File: config.mk
export PLATFORM = sky130hd
export DESIGN_NAME = aes_cipher_drain
export DESIGN_NICKNAME = d
export VERILOG_FILES = /design/src/rtl/aes_pkg.sv /design/src/rtl/aes_cipher_drain_block_fifo.sv /design/src/rtl/aes_cipher_drain.sv
export SDC_FILE = /design/constraint.sdc
export NUM_CORES = 1
export LEC_CHECK = 0
export BUFFER_PORTS_ARGS = -buffer_cell sky130_fd_sc_hd__buf_2
export CELL_PAD_IN_SITES_DETAIL_PLACEMENT = 1
export CELL_PAD_IN_SITES_GLOBAL_PLACEMENT = 1
export CORE_UTILIZATION = 50
export CTS_BUF_LIST = sky130_fd_sc_hd__clkbuf_8
export DETAILED_ROUTE_END_ITERATION = 6
export GPL_TIMING_DRIVEN = 0
export PLACE_DENSITY_LB_ADDON = 0.1
export SETUP_SLACK_MARGIN = 0.4
export SYNTH_ARGS = -nofsm -noshare
export SYNTH_HDL_FRONTEND = slang
export SYNTH_HIERARCHICAL = 1
export SYNTH_SLANG_ARGS = --single-unit
File: constraint.sdc
create_clock -name clk -period 15.8 [get_ports clk]
set_input_delay 0.79 -clock clk [delete_from_list [all_inputs] [get_ports clk]]
set_output_delay 0.79 -clock clk [all_outputs]
set_load 0.005 [all_outputs]
File: src/rtl/aes_pkg.sv
// Shared AES datapath types and constants used by the ciphertext drain stage.
package aes_pkg;

    localparam int AES_BLOCK_W         = 128;
    localparam int AES_WORD_W          = 32;
    localparam int AES_WORDS_PER_BLOCK = 4;

    typedef logic [AES_BLOCK_W-1:0] aes_block_t;
    typedef logic [AES_WORD_W-1:0]  aes_word_t;
    typedef logic [1:0]             aes_widx_t;

endpackage

File: src/rtl/aes_cipher_drain_block_fifo.sv
// Circular block buffer: storage, read/write pointers, level and push/pop bookkeeping.
module aes_block_fifo
    import aes_pkg::*;
#(
    parameter int DEPTH = 4
) (
    input  logic                   clk,
    input  logic                   rst,
    input  logic                   push_req,
    input  logic                   pop,
    input  aes_block_t             din,
    output aes_block_t             head,
    output logic [$clog2(DEPTH):0] level,
    output logic                   full,
    output logic                   push_ok
);

    localparam int PW = $clog2(DEPTH);

    logic [PW-1:0] wptr_q, wptr_d;
    logic [PW-1:0] rptr_q, rptr_d;
    logic [PW:0]   level_q, level_d;
    aes_block_t    mem_q [DEPTH];

    assign full    = (level_q == (PW+1)'(DEPTH));
    // A full buffer still accepts a block when the head block leaves on the same edge.
    assign push_ok = push_req & (~full | pop);
    assign head    = mem_q[rptr_q];
    assign level   = level_q;

    always_comb begin
        wptr_d  = wptr_q + PW'(push_ok);
        rptr_d  = rptr_q + PW'(pop);
        level_d = level_q;
        case ({push_ok, pop})
            2'b10:   level_d = level_q + 1'b1;
            2'b01:   level_d = level_q - 1'b1;
            default: level_d = level_q;
        endcase
    end

    always_ff @(posedge clk) begin
        if (rst) begin
            wptr_q  <= '0;
            rptr_q  <= '0;
            level_q <= '0;
        end else begin
            wptr_q  <= wptr_d;
            rptr_q  <= rptr_d;
            level_q <= level_d;
        end
    end

    always_ff @(posedge clk) begin
        if (push_ok) begin
            mem_q[wptr_q] <= din;
        end
    end

endmodule

File: src/rtl/aes_cipher_drain.sv
// AES ciphertext drain: buffers 128-bit blocks and streams them as 32-bit words.
// Optional build macro AES_DRAIN_BYTESWAP_EN byte-reverses each presented word.
module aes_cipher_drain
    import aes_pkg::*;
#(
    parameter int DATA_WIDTH = 128,
    parameter int WORD       = 32,
    parameter int DEPTH      = 4
) (
    input  logic                   clk,
    input  logic                   rst,
    input  logic                   valid_in,
    input  logic [DATA_WIDTH-1:0]  block_in,
    output logic [WORD-1:0]        word_out,
    output logic                   word_valid,
    input  logic                   word_ready,
    output logic                   word_last,
    output logic [$clog2(DEPTH):0] level,
    output logic                   overflow
);

    function automatic aes_word_t byte_swap(input aes_word_t w);
        return {w[7:0], w[15:8], w[23:16], w[31:24]};
    endfunction

    aes_block_t head;
    aes_word_t  word_sel;
    aes_word_t  word_pres;
    aes_widx_t  widx_q, widx_d;
    logic       overflow_q, overflow_d;
    logic       full, push_ok, xfer, pop;

    aes_block_fifo #(.DEPTH(DEPTH)) u_fifo (
        .clk      (clk),
        .rst      (rst),
        .push_req (valid_in & ~rst),
        .pop      (pop),
        .din      (block_in),
        .head     (head),
        .level    (level),
        .full     (full),
        .push_ok  (push_ok)
    );

    assign word_valid = (level != '0);
    assign xfer       = word_valid & word_ready;
    assign pop        = xfer & (widx_q == 2'd3);
    assign word_last  = word_valid & (widx_q == 2'd3);

    // Most significant word leaves first.
    always_comb begin
        word_sel = '0;
        case (widx_q)
            2'd0:    word_sel = head[127:96];
            2'd1:    word_sel = head[95:64];
            2'd2:    word_sel = head[63:32];
            default: word_sel = head[31:0];
        endcase
    end

`ifdef AES_DRAIN_BYTESWAP_EN
    assign word_pres = byte_swap(word_sel);
`else
    assign word_pres = word_sel;
`endif

    assign word_out = word_valid ? word_pres : '0;

    always_comb begin
        widx_d     = xfer ? widx_q + 2'd1 : widx_q;
        overflow_d = overflow_q | (valid_in & ~push_ok);
    end

    always_ff @(posedge clk) begin
        if (rst) begin
            widx_q     <= '0;
            overflow_q <= 1'b0;
        end else begin
            widx_q     <= widx_d;
            overflow_q <= overflow_d;
        end
    end

    assign overflow = overflow_q;

endmodule

==> run summary <==
=================================================================================================
Horiz. Die Dim .....................................................................     202.0 µm
Count of yosys warnings during synthesis ...........................................            6
Iteration count of the initial detailed-routing pass ...............................            6
Share of the yosys chip area belonging to registers ................................       77.90%
Critical path peak fanout ..........................................................           10
Number of gates given a new drive strength after cts ...............................            0
Final #Nets ........................................................................         1297
Syn nets ...........................................................................          991
Number of synthesized flops with an enable pin .....................................          512
Max-slew violations ................................................................            0
Post-synthesis register bit count ..................................................          522
Buffers on Ports ...................................................................          169
TritonCTS buffer count .............................................................           85
Initial antenna violation count ....................................................           14
Peak Freq ..........................................................................   0.2620 GHz
Fin crit share .....................................................................       24.16%
Final WS setup .....................................................................     11.98 ns
Mapped Area ........................................................................    19990 µm²
Result of the run .................................................................. finished clean
Final hold violation count .........................................................            0
Clock edge transition at the registers on the reported setup and hold paths ........      0.06 ns
Max Root-Sink Buffers ..............................................................            3
Count of vias placed by the detailed router ........................................        10130
Required @ worst endpoint ..........................................................     15.01 ns
Die Outline Area ...................................................................    40790 µm²
Total of max-cap violations ........................................................            0
Top flip-flop cell by instance count after synthesis ............................... sky130_fd_sc_hd__edfxtp_1
CTS Root Buffer Type ............................................................... sky130_fd_sc_hd__clkbuf_8
Nature of the critical path endpoint ............................................... primary output
Clock sink count ...................................................................          522
Clock latency reported for the late side of the worst-skew pair ....................      0.63 ns
Number of distinct library cell variants in the gate-level netlist after synthesis .           38
Residual antenna-violating net count after detailed routing ........................            0
Static Leak ........................................................................     7.966 nW
Post-CTS setup buffer count ........................................................            0
Final critical-path required period ................................................     3.818 ns
Via-to-Cell Ratio ..................................................................        5.807
GRT Util Overall ...................................................................       24.45%
Synthesized instance count .........................................................          851
TritonCTS clock tree ...............................................................          yes
Worst setup path class ............................................................. flip-flop to primary output
Number of standard cells in the final layout excluding fillers .....................         1744
Cell Count Post-Placement ..........................................................         1588
First-pass GRT wire length .........................................................     71300 µm
Final Skew .........................................................................   0.02152 ns
Row count ..........................................................................           72
Number of H-tree levels ............................................................            3
Wire per inst ......................................................................     27.56 µm
Worst min-delay path class ......................................................... input pin to flip-flop
Cells taking the most area after synthesis ......................................... sky130_fd_sc_hd__edfxtp_1 77%, sky130_fd_sc_hd__mux4_2 14%, sky130_fd_sc_hd__a222oi_1 1.6%, sky130_fd_sc_hd__a211oi_1 1.2%, sky130_fd_sc_hd__buf_6 1.1%
CP arrival .........................................................................      3.03 ns
Global placer's final weighted congestion ..........................................       0.7396
Element type at the critical path start ............................................    flip-flop
Via count of the first global-routing pass .........................................        10950
Post-synth ARST share ..............................................................           0%
Peak ir drop on the vdd network ....................................................     77.55 µV
Post-synthesis cell type with the largest combined area ............................ sky130_fd_sc_hd__edfxtp_1
Slew margin rel. ...................................................................       37.07%
Layout cells sized above 1 .........................................................       40.46%
RSZ-0062 raised after global routing ...............................................        false
Global route total overflow ........................................................            0
Worst setup timing slack at the placement stage ....................................     11.88 ns
Avg Inst Size Synth ................................................................    23.49 µm²
Post-layout total power ............................................................   0.002743 W
Area share of the largest cell type after synthesis ................................       76.90%
Fillers ............................................................................         3345
Detailed-route DRC error count .....................................................            0
Final Setup Violations .............................................................            0
Starting utilization of the core area ..............................................       51.25%
Number of ports placed on the die boundary .........................................          170
Actual slew at the worst max-slew pin ..............................................    0.9388 ns
CTS Hold Bufs ......................................................................            0
Maximum number of pins on one net before global-route repair .......................           23
Power density relative to cell area ................................................ 115.8 nW/µm²
Die extent in y ....................................................................     202.0 µm
Area growth syn-to-layout ..........................................................       18.52%
Final HPWL from detailed placement .................................................     32410 µm
Wire length reported by the detailed router ........................................     48070 µm
Count of routing violations after the opening detailed-route iteration .............          831
Floorplan core area ................................................................    39010 µm²
=================================================================================================
-- synth_stat cells (3+ instances only) --
cell type and n:
sky130_fd_sc_hd__nor2_1 4, sky130_fd_sc_hd__nor2b_1 36, sky130_fd_sc_hd__buf_6 20, sky130_fd_sc_hd__buf_4 3, sky130_fd_sc_hd__ha_1 7, sky130_fd_sc_hd__a222oi_1 32
sky130_fd_sc_hd__edfxtp_1 512, sky130_fd_sc_hd__inv_1 9, sky130_fd_sc_hd__buf_2 16, sky130_fd_sc_hd__a211oi_1 32, sky130_fd_sc_hd__mux4_2 128, sky130_fd_sc_hd__dfxtp_1 10
sky130_fd_sc_hd__nand2b_1 5, sky130_fd_sc_hd__clkbuf_1 8
-- cell usage in the layout, fill, tap and decap left out, types with 5 or more instances in the layout --
cell / synthesis / routed
sky130_fd_sc_hd__buf_4: 3 / 5
sky130_fd_sc_hd__edfxtp_1: 512 / 512
sky130_fd_sc_hd__clkbuf_8: 0 / 88
sky130_fd_sc_hd__ha_1: 7 / 7
sky130_fd_sc_hd__mux4_2: 128 / 128
sky130_fd_sc_hd__buf_2: 16 / 185
sky130_fd_sc_hd__nor2b_1: 36 / 36
sky130_fd_sc_hd__a222oi_1: 32 / 32
sky130_fd_sc_hd__clkinv_2: 0 / 6
sky130_fd_sc_hd__clkinv_1: 0 / 21
sky130_fd_sc_hd__dfxtp_1: 10 / 10
sky130_fd_sc_hd__diode_2: 0 / 5
sky130_fd_sc_hd__buf_6: 20 / 57
sky130_fd_sc_hd__clkbuf_1: 8 / 8
sky130_fd_sc_hd__nand2b_1: 5 / 5
sky130_fd_sc_hd__a211oi_1: 32 / 32
sky130_fd_sc_hd__buf_8: 0 / 5
sky130_fd_sc_hd__inv_1: 9 / 39
-- flip-flops by register name, summed over array words and instances, names as in the netlist --
name	flops
u_fifo/mem_q	512
overflow	1
u_fifo/rptr_q	2
u_fifo/wptr_q	2
u_fifo/level	3
widx_q	2
-- power by group --
| group | switching [W] | leakage [nW] | internal, W |
|---|---|---|---|
| sequential | 0.00000776 | 4.73 | 0.00155 |
| clock | 0.000514 | 0.882 | 0.000547 |
| combinational | 0.0000703 | 2.35 | 0.0000513 |
| total | 0.000592 | 7.97 | 0.00215 |
-- path summary, 6_finish.rpt --
check,from,to,slack (ns),cells after the start
min,block_in[26],u_fifo/mem_q[1][26]$_DFFE_PP_,0.37,1
min reg2reg,overflow$_SDFF_PP0_,overflow$_SDFF_PP0_,0.45,2
max reg2reg,u_fifo/level[0]$_SDFFE_PP0P_,u_fifo/mem_q[0][79]$_DFFE_PP_,12.27,11
max,u_fifo/rptr_q[1]$_SDFF_PP0_,word_out[1],11.98,6
-- final cells by class --
cell class,count,area (µm²),area share [%]
clock buffers,88,1211,5.111
repair buffers,219,1495,6.310
plain buffers,47,357.8,1.510
multi-input cells,272,4045,17.07
diodes,5,12.51,0.05280
clock inverters,63,312.8,1.320
well taps,518,648.1,2.735
inverters,10,37.54,0.1584
flip-flops and latches,522,15570,65.73
-- logic make-up (layout without fill, tap and decap cells) --
family	Yosys count	in the layout	synth area share [%]
buf+inv	57	427	1.978
compound gates	73	73	3.092
mux	130	130	14.54
fa+ha+maj	8	8	0.5382
simple gates	58	58	1.815
other cells	0	5	0
xor+xnor	3	3	0.1314
flops	522	522	77.90
-- layer usage --
metal  share of wire [%]  up-vias  track usage, %
met4                 2.3       20           7.495
met1                  41     5339           32.06
met5                0.27        -               0
met2                  50      345           40.54
li1                    -     4328               -
met3                 6.3       95           6.095
-- worst max-delay path: stages (launching register included) --
cell and delay, ns:
sky130_fd_sc_hd__dfxtp_1 0.34, sky130_fd_sc_hd__clkbuf_1 0.40, sky130_fd_sc_hd__buf_2 0.46, sky130_fd_sc_hd__mux4_2 0.39, sky130_fd_sc_hd__a222oi_1 0.48, sky130_fd_sc_hd__a211oi_1 0.15
sky130_fd_sc_hd__buf_2 0.17
-- stage by stage --
| step | cell area [µm²] | hold slack [ns] | utilization (%) | setup TNS (ns) |
|---|---|---|---|---|
| 2_1_floorplan | 19990 | 0.4360 | - | 0 |
| 3_3_place_gp | 21490 | 0.4334 | 55.08 | -1303.81 |
| 3_5_place_dp | 22160 | 0.4472 | 56.81 | 0 |
| 4_1_cts | 23680 | 0.3265 | 60.71 | 0 |
| 5_1_grt | 23690 | 0.3258 | 60.73 | 0 |
| 6_report | 23700 | 0.3729 | 60.75 | 0 |
Note: power is estimated with default switching activity, not from simulation.
